--- config.mk ---
export PLATFORM = sky130hd
export DESIGN_NAME = seg7_scan_driver_flat
export DESIGN_NICKNAME = d
export VERILOG_FILES = /design/src/rtl/seg7_scan_driver_if.sv /design/src/rtl/seg7_scan_driver.sv /design/src/flat_wrapper.sv
export SDC_FILE = /design/constraint.sdc
export NUM_CORES = 1
export LEC_CHECK = 0
export BUFFER_PORTS_ARGS = -buffer_cell sky130_fd_sc_hd__clkbuf_2
export CAP_MARGIN = 20
export CORE_MARGIN = 1
export CORE_UTILIZATION = 28
export CTS_CLUSTER_SIZE = 30
export DETAILED_ROUTE_END_ITERATION = 8
export SLEW_MARGIN = 20
export SYNTH_ARGS = -nofsm -noshare
export SYNTH_HDL_FRONTEND = slang
export SYNTH_SLANG_ARGS = --single-unit
--- constraint.sdc ---
create_clock -name clk -period 3 [get_ports clk]
set_input_delay 0.45 -clock clk [delete_from_list [all_inputs] [get_ports clk]]
set_output_delay 0.45 -clock clk [all_outputs]
set_load 0.03 [all_outputs]
--- src/rtl/seg7_scan_driver_if.sv ---
// Display bus for seg7_scan_driver: value/dp/load from the datapath, segment and anode pins back.
interface seg7_scan_driver_if #(
   parameter int NUM_DIGITS = 4
);
   logic [4*NUM_DIGITS-1:0] value;
   logic [NUM_DIGITS-1:0]   dp_mask;
   logic                    load;
   logic [6:0]              seg;
   logic                    dp;
   logic [NUM_DIGITS-1:0]   an;
   logic                    frame_done;

   modport master (output value, dp_mask, load, input seg, dp, an, frame_done);
   modport slave  (input value, dp_mask, load, output seg, dp, an, frame_done);
endinterface

--- src/rtl/seg7_scan_driver.sv ---
// Time-multiplexed hex seven-segment scanner with double-buffered value, guard time and decimal points.
// Optional leading-zero blanking is built when LEADING_ZERO_BLANK_EN is defined.
module seg7_scan_driver #(
   parameter int NUM_DIGITS   = 4,
   parameter int REFRESH_DIV  = 50000,
   parameter int GUARD_CYCLES = 500,
   parameter int ACTIVE_LOW   = 1
) (
   input  logic              clk,
   input  logic              rst_n,
   seg7_scan_driver_if.slave bus
);

   localparam int CNT_W = (REFRESH_DIV > 1) ? $clog2(REFRESH_DIV) : 1;
   localparam int IDX_W = (NUM_DIGITS > 1) ? $clog2(NUM_DIGITS) : 1;
   localparam logic [CNT_W-1:0] CNT_LAST = CNT_W'(REFRESH_DIV - 1);
   localparam logic [IDX_W-1:0] IDX_LAST = IDX_W'(NUM_DIGITS - 1);
   localparam logic POL = (ACTIVE_LOW != 0);

   if (NUM_DIGITS < 1 || NUM_DIGITS > 8) begin : g_bad_digits
      $error("seg7_scan_driver: NUM_DIGITS must be 1..8");
   end
   if (GUARD_CYCLES < 0) begin : g_bad_guard
      $error("seg7_scan_driver: GUARD_CYCLES must be >= 0");
   end
   if (REFRESH_DIV < GUARD_CYCLES + 1) begin : g_bad_div
      $error("seg7_scan_driver: REFRESH_DIV must be >= GUARD_CYCLES+1");
   end
   if (ACTIVE_LOW != 0 && ACTIVE_LOW != 1) begin : g_bad_pol
      $error("seg7_scan_driver: ACTIVE_LOW must be 0 or 1");
   end

   typedef enum logic {GUARD_S, DRIVE_S} phase_t;

   phase_t                  state_reg, state_next;
   logic                    run_reg;
   logic [CNT_W-1:0]        cnt_reg, cnt_next;
   logic [IDX_W-1:0]        idx_reg, idx_next;
   logic                    boundary;
   logic                    in_guard;
   logic [4*NUM_DIGITS-1:0] pend_val_reg, pend_val_next;
   logic [NUM_DIGITS-1:0]   pend_dp_reg, pend_dp_next;
   logic [4*NUM_DIGITS-1:0] act_val_reg, act_val_next;
   logic [NUM_DIGITS-1:0]   act_dp_reg, act_dp_next;
   logic [NUM_DIGITS-1:0]   blank_mask;
   logic [3:0]              nib;
   logic [6:0]              lit;
   logic [NUM_DIGITS-1:0]   an_on;
   logic                    dp_on;
   logic [6:0]              seg_reg, seg_next;
   logic                    dp_reg, dp_next;
   logic [NUM_DIGITS-1:0]   an_reg, an_next;
   logic                    frame_done_reg, frame_done_next;

   // Active-high lit pattern {g,f,e,d,c,b,a}; polarity is applied afterwards.
   function automatic logic [6:0] hex_lit(input logic [3:0] n);
      case (n)
         4'h0: hex_lit = 7'h3F;
         4'h1: hex_lit = 7'h06;
         4'h2: hex_lit = 7'h5B;
         4'h3: hex_lit = 7'h4F;
         4'h4: hex_lit = 7'h66;
         4'h5: hex_lit = 7'h6D;
         4'h6: hex_lit = 7'h7D;
         4'h7: hex_lit = 7'h07;
         4'h8: hex_lit = 7'h7F;
         4'h9: hex_lit = 7'h6F;
         4'hA: hex_lit = 7'h77;
         4'hB: hex_lit = 7'h7C;
         4'hC: hex_lit = 7'h39;
         4'hD: hex_lit = 7'h5E;
         4'hE: hex_lit = 7'h79;
         default: hex_lit = 7'h71;
      endcase
   endfunction

   // The first edge after reset parks the scan on slot 0, cnt 0 instead of advancing.
   always_comb begin
      cnt_next = cnt_reg;
      idx_next = idx_reg;
      boundary = 1'b0;
      if (!run_reg) begin
         cnt_next = '0;
         idx_next = '0;
      end else if (cnt_reg == CNT_LAST) begin
         cnt_next = '0;
         if (idx_reg == IDX_LAST) begin
            idx_next = '0;
            boundary = 1'b1;
         end else begin
            idx_next = idx_reg + 1'b1;
         end
      end else begin
         cnt_next = cnt_reg + 1'b1;
      end
   end

   // A load on the boundary cycle flows through pending straight into active.
   always_comb begin
      pend_val_next = bus.load ? bus.value   : pend_val_reg;
      pend_dp_next  = bus.load ? bus.dp_mask : pend_dp_reg;
      act_val_next  = boundary ? pend_val_next : act_val_reg;
      act_dp_next   = boundary ? pend_dp_next  : act_dp_reg;
   end

   if (GUARD_CYCLES == 0) begin : g_no_guard
      assign in_guard = 1'b0;
   end else begin : g_guard
      localparam logic [CNT_W-1:0] GUARD_CNT = CNT_W'(GUARD_CYCLES);
      assign in_guard = (cnt_next < GUARD_CNT);
   end

`ifdef LEADING_ZERO_BLANK_EN
   logic above_zero;
   always_comb begin
      blank_mask = '0;
      above_zero = 1'b1;
      for (int i = NUM_DIGITS - 1; i >= 1; i--) begin
         above_zero    = above_zero && (act_val_next[4*i +: 4] == 4'd0) && !act_dp_next[i];
         blank_mask[i] = above_zero;
      end
   end
`else
   assign blank_mask = '0;
`endif

   // Outputs are decoded from next-cycle scan position so the registered pins match cnt/idx.
   always_comb begin
      state_next = state_reg;
      case (state_reg)
         GUARD_S: if (!in_guard) state_next = DRIVE_S;
         DRIVE_S: if (in_guard)  state_next = GUARD_S;
         default: state_next = GUARD_S;
      endcase

      nib   = act_val_next[{idx_next, 2'b00} +: 4];
      lit   = '0;
      an_on = '0;
      dp_on = 1'b0;
      if (state_next == DRIVE_S) begin
         an_on = NUM_DIGITS'(1) << idx_next;
         if (!blank_mask[idx_next]) begin
            lit   = hex_lit(nib);
            dp_on = act_dp_next[idx_next];
         end
      end
      seg_next        = lit ^ {7{POL}};
      an_next         = an_on ^ {NUM_DIGITS{POL}};
      dp_next         = dp_on ^ POL;
      frame_done_next = (idx_next == IDX_LAST) && (cnt_next == CNT_LAST);
   end

   always_ff @(posedge clk or negedge rst_n) begin
      if (!rst_n) begin
         state_reg      <= GUARD_S;
         run_reg        <= 1'b0;
         cnt_reg        <= '0;
         idx_reg        <= '0;
         pend_val_reg   <= '0;
         pend_dp_reg    <= '0;
         act_val_reg    <= '0;
         act_dp_reg     <= '0;
         seg_reg        <= {7{POL}};
         dp_reg         <= POL;
         an_reg         <= {NUM_DIGITS{POL}};
         frame_done_reg <= 1'b0;
      end else begin
         state_reg      <= state_next;
         run_reg        <= 1'b1;
         cnt_reg        <= cnt_next;
         idx_reg        <= idx_next;
         pend_val_reg   <= pend_val_next;
         pend_dp_reg    <= pend_dp_next;
         act_val_reg    <= act_val_next;
         act_dp_reg     <= act_dp_next;
         seg_reg        <= seg_next;
         dp_reg         <= dp_next;
         an_reg         <= an_next;
         frame_done_reg <= frame_done_next;
      end
   end

   assign bus.seg        = seg_reg;
   assign bus.dp         = dp_reg;
   assign bus.an         = an_reg;
   assign bus.frame_done = frame_done_reg;

endmodule

--- src/flat_wrapper.sv ---
// flat-port wrapper written by rule: the top's interface ports become plain ports
module seg7_scan_driver_flat 
#(
   parameter int NUM_DIGITS   = 4,
   parameter int REFRESH_DIV  = 50000,
   parameter int GUARD_CYCLES = 500,
   parameter int ACTIVE_LOW   = 1
)
  (clk, rst_n, bus_value, bus_dp_mask, bus_load, bus_seg, bus_dp, bus_an, bus_frame_done);
  seg7_scan_driver_if #(.NUM_DIGITS(NUM_DIGITS)) bus_i ();
  input  logic clk;
  input  logic rst_n;
  input wire logic [$bits(bus_i.value)-1:0] bus_value;
  input wire logic [$bits(bus_i.dp_mask)-1:0] bus_dp_mask;
  input wire logic [$bits(bus_i.load)-1:0] bus_load;
  output wire logic [$bits(bus_i.seg)-1:0] bus_seg;
  output wire logic [$bits(bus_i.dp)-1:0] bus_dp;
  output wire logic [$bits(bus_i.an)-1:0] bus_an;
  output wire logic [$bits(bus_i.frame_done)-1:0] bus_frame_done;
  assign bus_i.value = bus_value;
  assign bus_i.dp_mask = bus_dp_mask;
  assign bus_i.load = bus_load;
  assign bus_seg = bus_i.seg;
  assign bus_dp = bus_i.dp;
  assign bus_an = bus_i.an;
  assign bus_frame_done = bus_i.frame_done;
  seg7_scan_driver #(.NUM_DIGITS(NUM_DIGITS), .REFRESH_DIV(REFRESH_DIV), .GUARD_CYCLES(GUARD_CYCLES), .ACTIVE_LOW(ACTIVE_LOW)) u_core (.clk(clk), .rst_n(rst_n), .bus(bus_i));
endmodule
==> impl_metrics.env <==
export IMPL_num_fill_cells=1232
export IMPL_grt_pass1_wl_mm=11.7
export IMPL_crit_chain="nor3_4, nand4_4, nor3_4, clkbuf_16, mux2_2, mux2i_1, mux2i_1, inv_1, ha_1, inv_1, mux2i_1, a32oi_1"
export IMPL_final_max_slew_viol_count=0
export IMPL_fin_cells=512
export IMPL_gr_total_overflow=0
export IMPL_clk_latency_ns=0.33
export IMPL_worst_pin_slew_ns=0.816
export IMPL_grt_start_max_net_pins=39
export IMPL_wl_per_cell_um=13.9
export IMPL_cts_buffers_inserted=9
export IMPL_cpMostUsedCell="mux2i_1"
export IMPL_cp_slowest_cell="dfrtp_2"
export IMPL_fin_area_mm2=0.00442
export IMPL_ir_worst_vdd_v=0.000227
export IMPL_synth_warnings=0
export IMPL_relSlewSlack_pct=45.6
export IMPL_grt_pass1_vias=2377
export IMPL_coreArea_mm2=0.0126
export IMPL_hold_class="in2async"
export IMPL_num_antenna_cells=0
export IMPL_cts_htree_levels=3
export IMPL_hold_viol_final=0
export IMPL_p_per_area_mw_per_mm2=510
export IMPL_syn2layout_area_growth_pct=22.6
export IMPL_synth_cells=288
export IMPL_root_buffer="clkbuf_16"
export IMPL_fin_skew_ns=0.00388
export IMPL_yosysSeqAreaShare_pct=50.4
export IMPL_drive_gt1_share_pct=41.8
export IMPL_timing_fmax_ghz=0.353
export IMPL_dr_pass1_iters=4
export IMPL_drc=0
export IMPL_start_kind="flop"
export IMPL_max_stage_delay_ns=0.45
export IMPL_nNetsFinal=366
export IMPL_synth_edff_count=0
export IMPL_cp_top_family="simple AND/OR/NAND/NOR gates"
export IMPL_antenna_left=0
export IMPL_die_y_um=115
export IMPL_finalCritPeriodShare_pct=94.4
export IMPL_grt_usage_pct=11.6
export IMPL_portBuffers=35
export IMPL_critPathArrivalTime_ns=3.08
export IMPL_rows=41
export IMPL_wirelength_mm=7.13
export IMPL_num_vias=2316
export IMPL_cap_violations=0
export IMPL_path_class="reg2reg"
export IMPL_place_area_mm2=0.00403
export IMPL_grt_antenna_before_repair=0
export IMPL_routed_via_density=4.52
export IMPL_synth_seq_cells=72
export IMPL_worstPathRequired_ns=3.24
export IMPL_cts_buffer_depth=2
export IMPL_cts_clk_slew_worst_paths_ns=0.05
export IMPL_syn_avg_cell_area_um2=12.5
export IMPL_cp_num_buf_inv=3
export IMPL_die_area_mm2=0.0133
export IMPL_fin_util_pct=35.2
export IMPL_synthArstFlopShare_pct=100
export IMPL_cts_sinks=72
export IMPL_ys_types=65
export IMPL_status="finished clean"
export IMPL_synth_ff_type="dfrtp_1"
export IMPL_synth_fp_nets=319
export IMPL_p_leak_uw=0.00191
export IMPL_cts_setup_buffers=0
export IMPL_fin_crit_ns=2.83
export IMPL_dp_cells=495
export IMPL_start_util_pct=28.7
export IMPL_place_congestion=0.827
export IMPL_die_w_um=115
export IMPL_dp_hpwl_mm=5.08
export IMPL_drtIter0Drc=113
export IMPL_worst_path_max_fanout=10
export IMPL_syn_area_mm2=0.00361
export IMPL_cts_tree="done"
export IMPL_io_pins=36
export IMPL_fin_hold_ws_ns=0.213
export IMPL_setup_viol=0
export IMPL_cp_end_kind="flop"
==> per-stage QoR <==
step / setup TNS (ns) / worst slack [ns] / total power, uW
after floorplan: 0 / 0.185 / 1080
after CTS: 0 / 0.0168 / 2300
final: 0 / 0.167 / 2250
after global placement: 0 / 0.121 / 1130
after global routing: -0.0197 / -0.0197 / 2350
after detailed placement: -0.0140 / -0.0140 / 1130
==> worst reg2reg max path: stages (launching register included) <==
cell and delay [ns]:
dfrtp_2 0.45, nor3_4 0.26, nand4_4 0.17, nor3_4 0.28, clkbuf_16 0.23, mux2_2 0.35, mux2i_1 0.12, mux2i_1 0.13
inv_1 0.15, ha_1 0.25, inv_1 0.07, mux2i_1 0.06, a32oi_1 0.22
==> metal layers <==
metal  GRT usage, %  wire, um
met5              0         0
met4           7.01       155
met3           2.67       276
met2           18.1      3290
met1           14.7      3410
==> cells in the final DEF, fill, tap and decap left out, types with 5 or more instances in the layout <==
cell	synthesis	layout
mux2_2	30	30
nor2_1	20	20
nand3_1	7	7
dfrtp_1	60	59
o221ai_1	5	5
ha_1	8	7
mux2i_1	10	8
inv_1	9	8
dfstp_2	12	12
xnor2_1	9	9
clkbuf_16	0	10
clkbuf_2	0	34
buf_4	4	13
nand2_1	18	18
nand4_1	5	5
mux2_1	10	10
==> power breakdown <==
part / switching (uW) / leakage [uW] / internal (uW)
Clock: 390 / 0.000156 / 750
Sequential: 12.0 / 0.000913 / 1000
Combinational: 52.8 / 0.000841 / 46.3
Total: 455 / 0.00191 / 1800
==> logic make-up (layout without fill, tap and decap cells) <==
logic type,Yosys count,in the layout,share of synthesized area (%)
xor gates and xnor gates,13,13,3.16
buffers and inverters,26,78,4.51
DFF,72,72,50.4
adders and majority gates,8,8,2.78
AOI/OAI and AO/OA,31,31,7.81
and+or+nand+nor,83,83,13.9
muxes,54,54,17.3
other,1,1,0.104
==> cell type report <==
cell class | instances | area [um^2] | share of cell area, %
clock buffer | 11 | 243 | 5.49
clock inverter | 5 | 81.3 | 1.84
inverter | 10 | 37.5 | 0.849
multi-input combinational | 190 | 1670 | 37.7
sequential | 72 | 1820 | 41.1
tap | 172 | 215 | 4.87
timing repair buffer | 52 | 358 | 8.10
==> final timing paths <==
kind | start | endpoint | slack [ns] | depth (start not counted)
setup / recovery | u_core.cnt_reg[10] | u_core.bus.seg[3] | 0.17 | 12
hold / removal | rst_n | u_core.cnt_reg[12] | 0.21 | 1
setup reg to reg | u_core.cnt_reg[10] | u_core.bus.seg[3] | 0.17 | 12
hold reg to reg | u_core.act_val_reg[10] | u_core.act_val_reg[10] | 0.48 | 1
max in group asynchronous | rst_n | u_core.bus.an[3] | 2.06 | 2
min in group clk | bus_value[10] | u_core.pend_val_reg[10] | 0.36 | 2
==> cells in the mapped netlist, types with 3 or more instances <==
master    number  area, um^2
buf_4          4        30.0
o221ai_1       5        43.8
buf_2          4        20.0
mux2_2        30         338
dfstp_2       12         315
nor2_1        20        75.1
nand3_1        7        35.0
and4_1         3        26.3
dfrtp_1       60        1500
mux2i_1       10         100
nor4_1         5        31.3
nand4_1        5        31.3
mux2_1        10         113
xnor2_1        9        78.8
and3_1         3        18.8
ha_1           8         100
buf_6          6        67.6
nand2_1       18        67.6
inv_1          9        33.8
xor2_1         4        35.0
==> repair_timing <==
| item | 4_1_cts | 5_1_grt |
|---|---|---|
| resized for setup | 1 | 10 |
| hold buffers | 0 | 0 |
| setup endpoints to repair | 2 | 5 |
| pin swaps | 0 | 3 |
| cloned | 0 | 1 |
No activity file was read; power rests on OpenSTA's default activity.
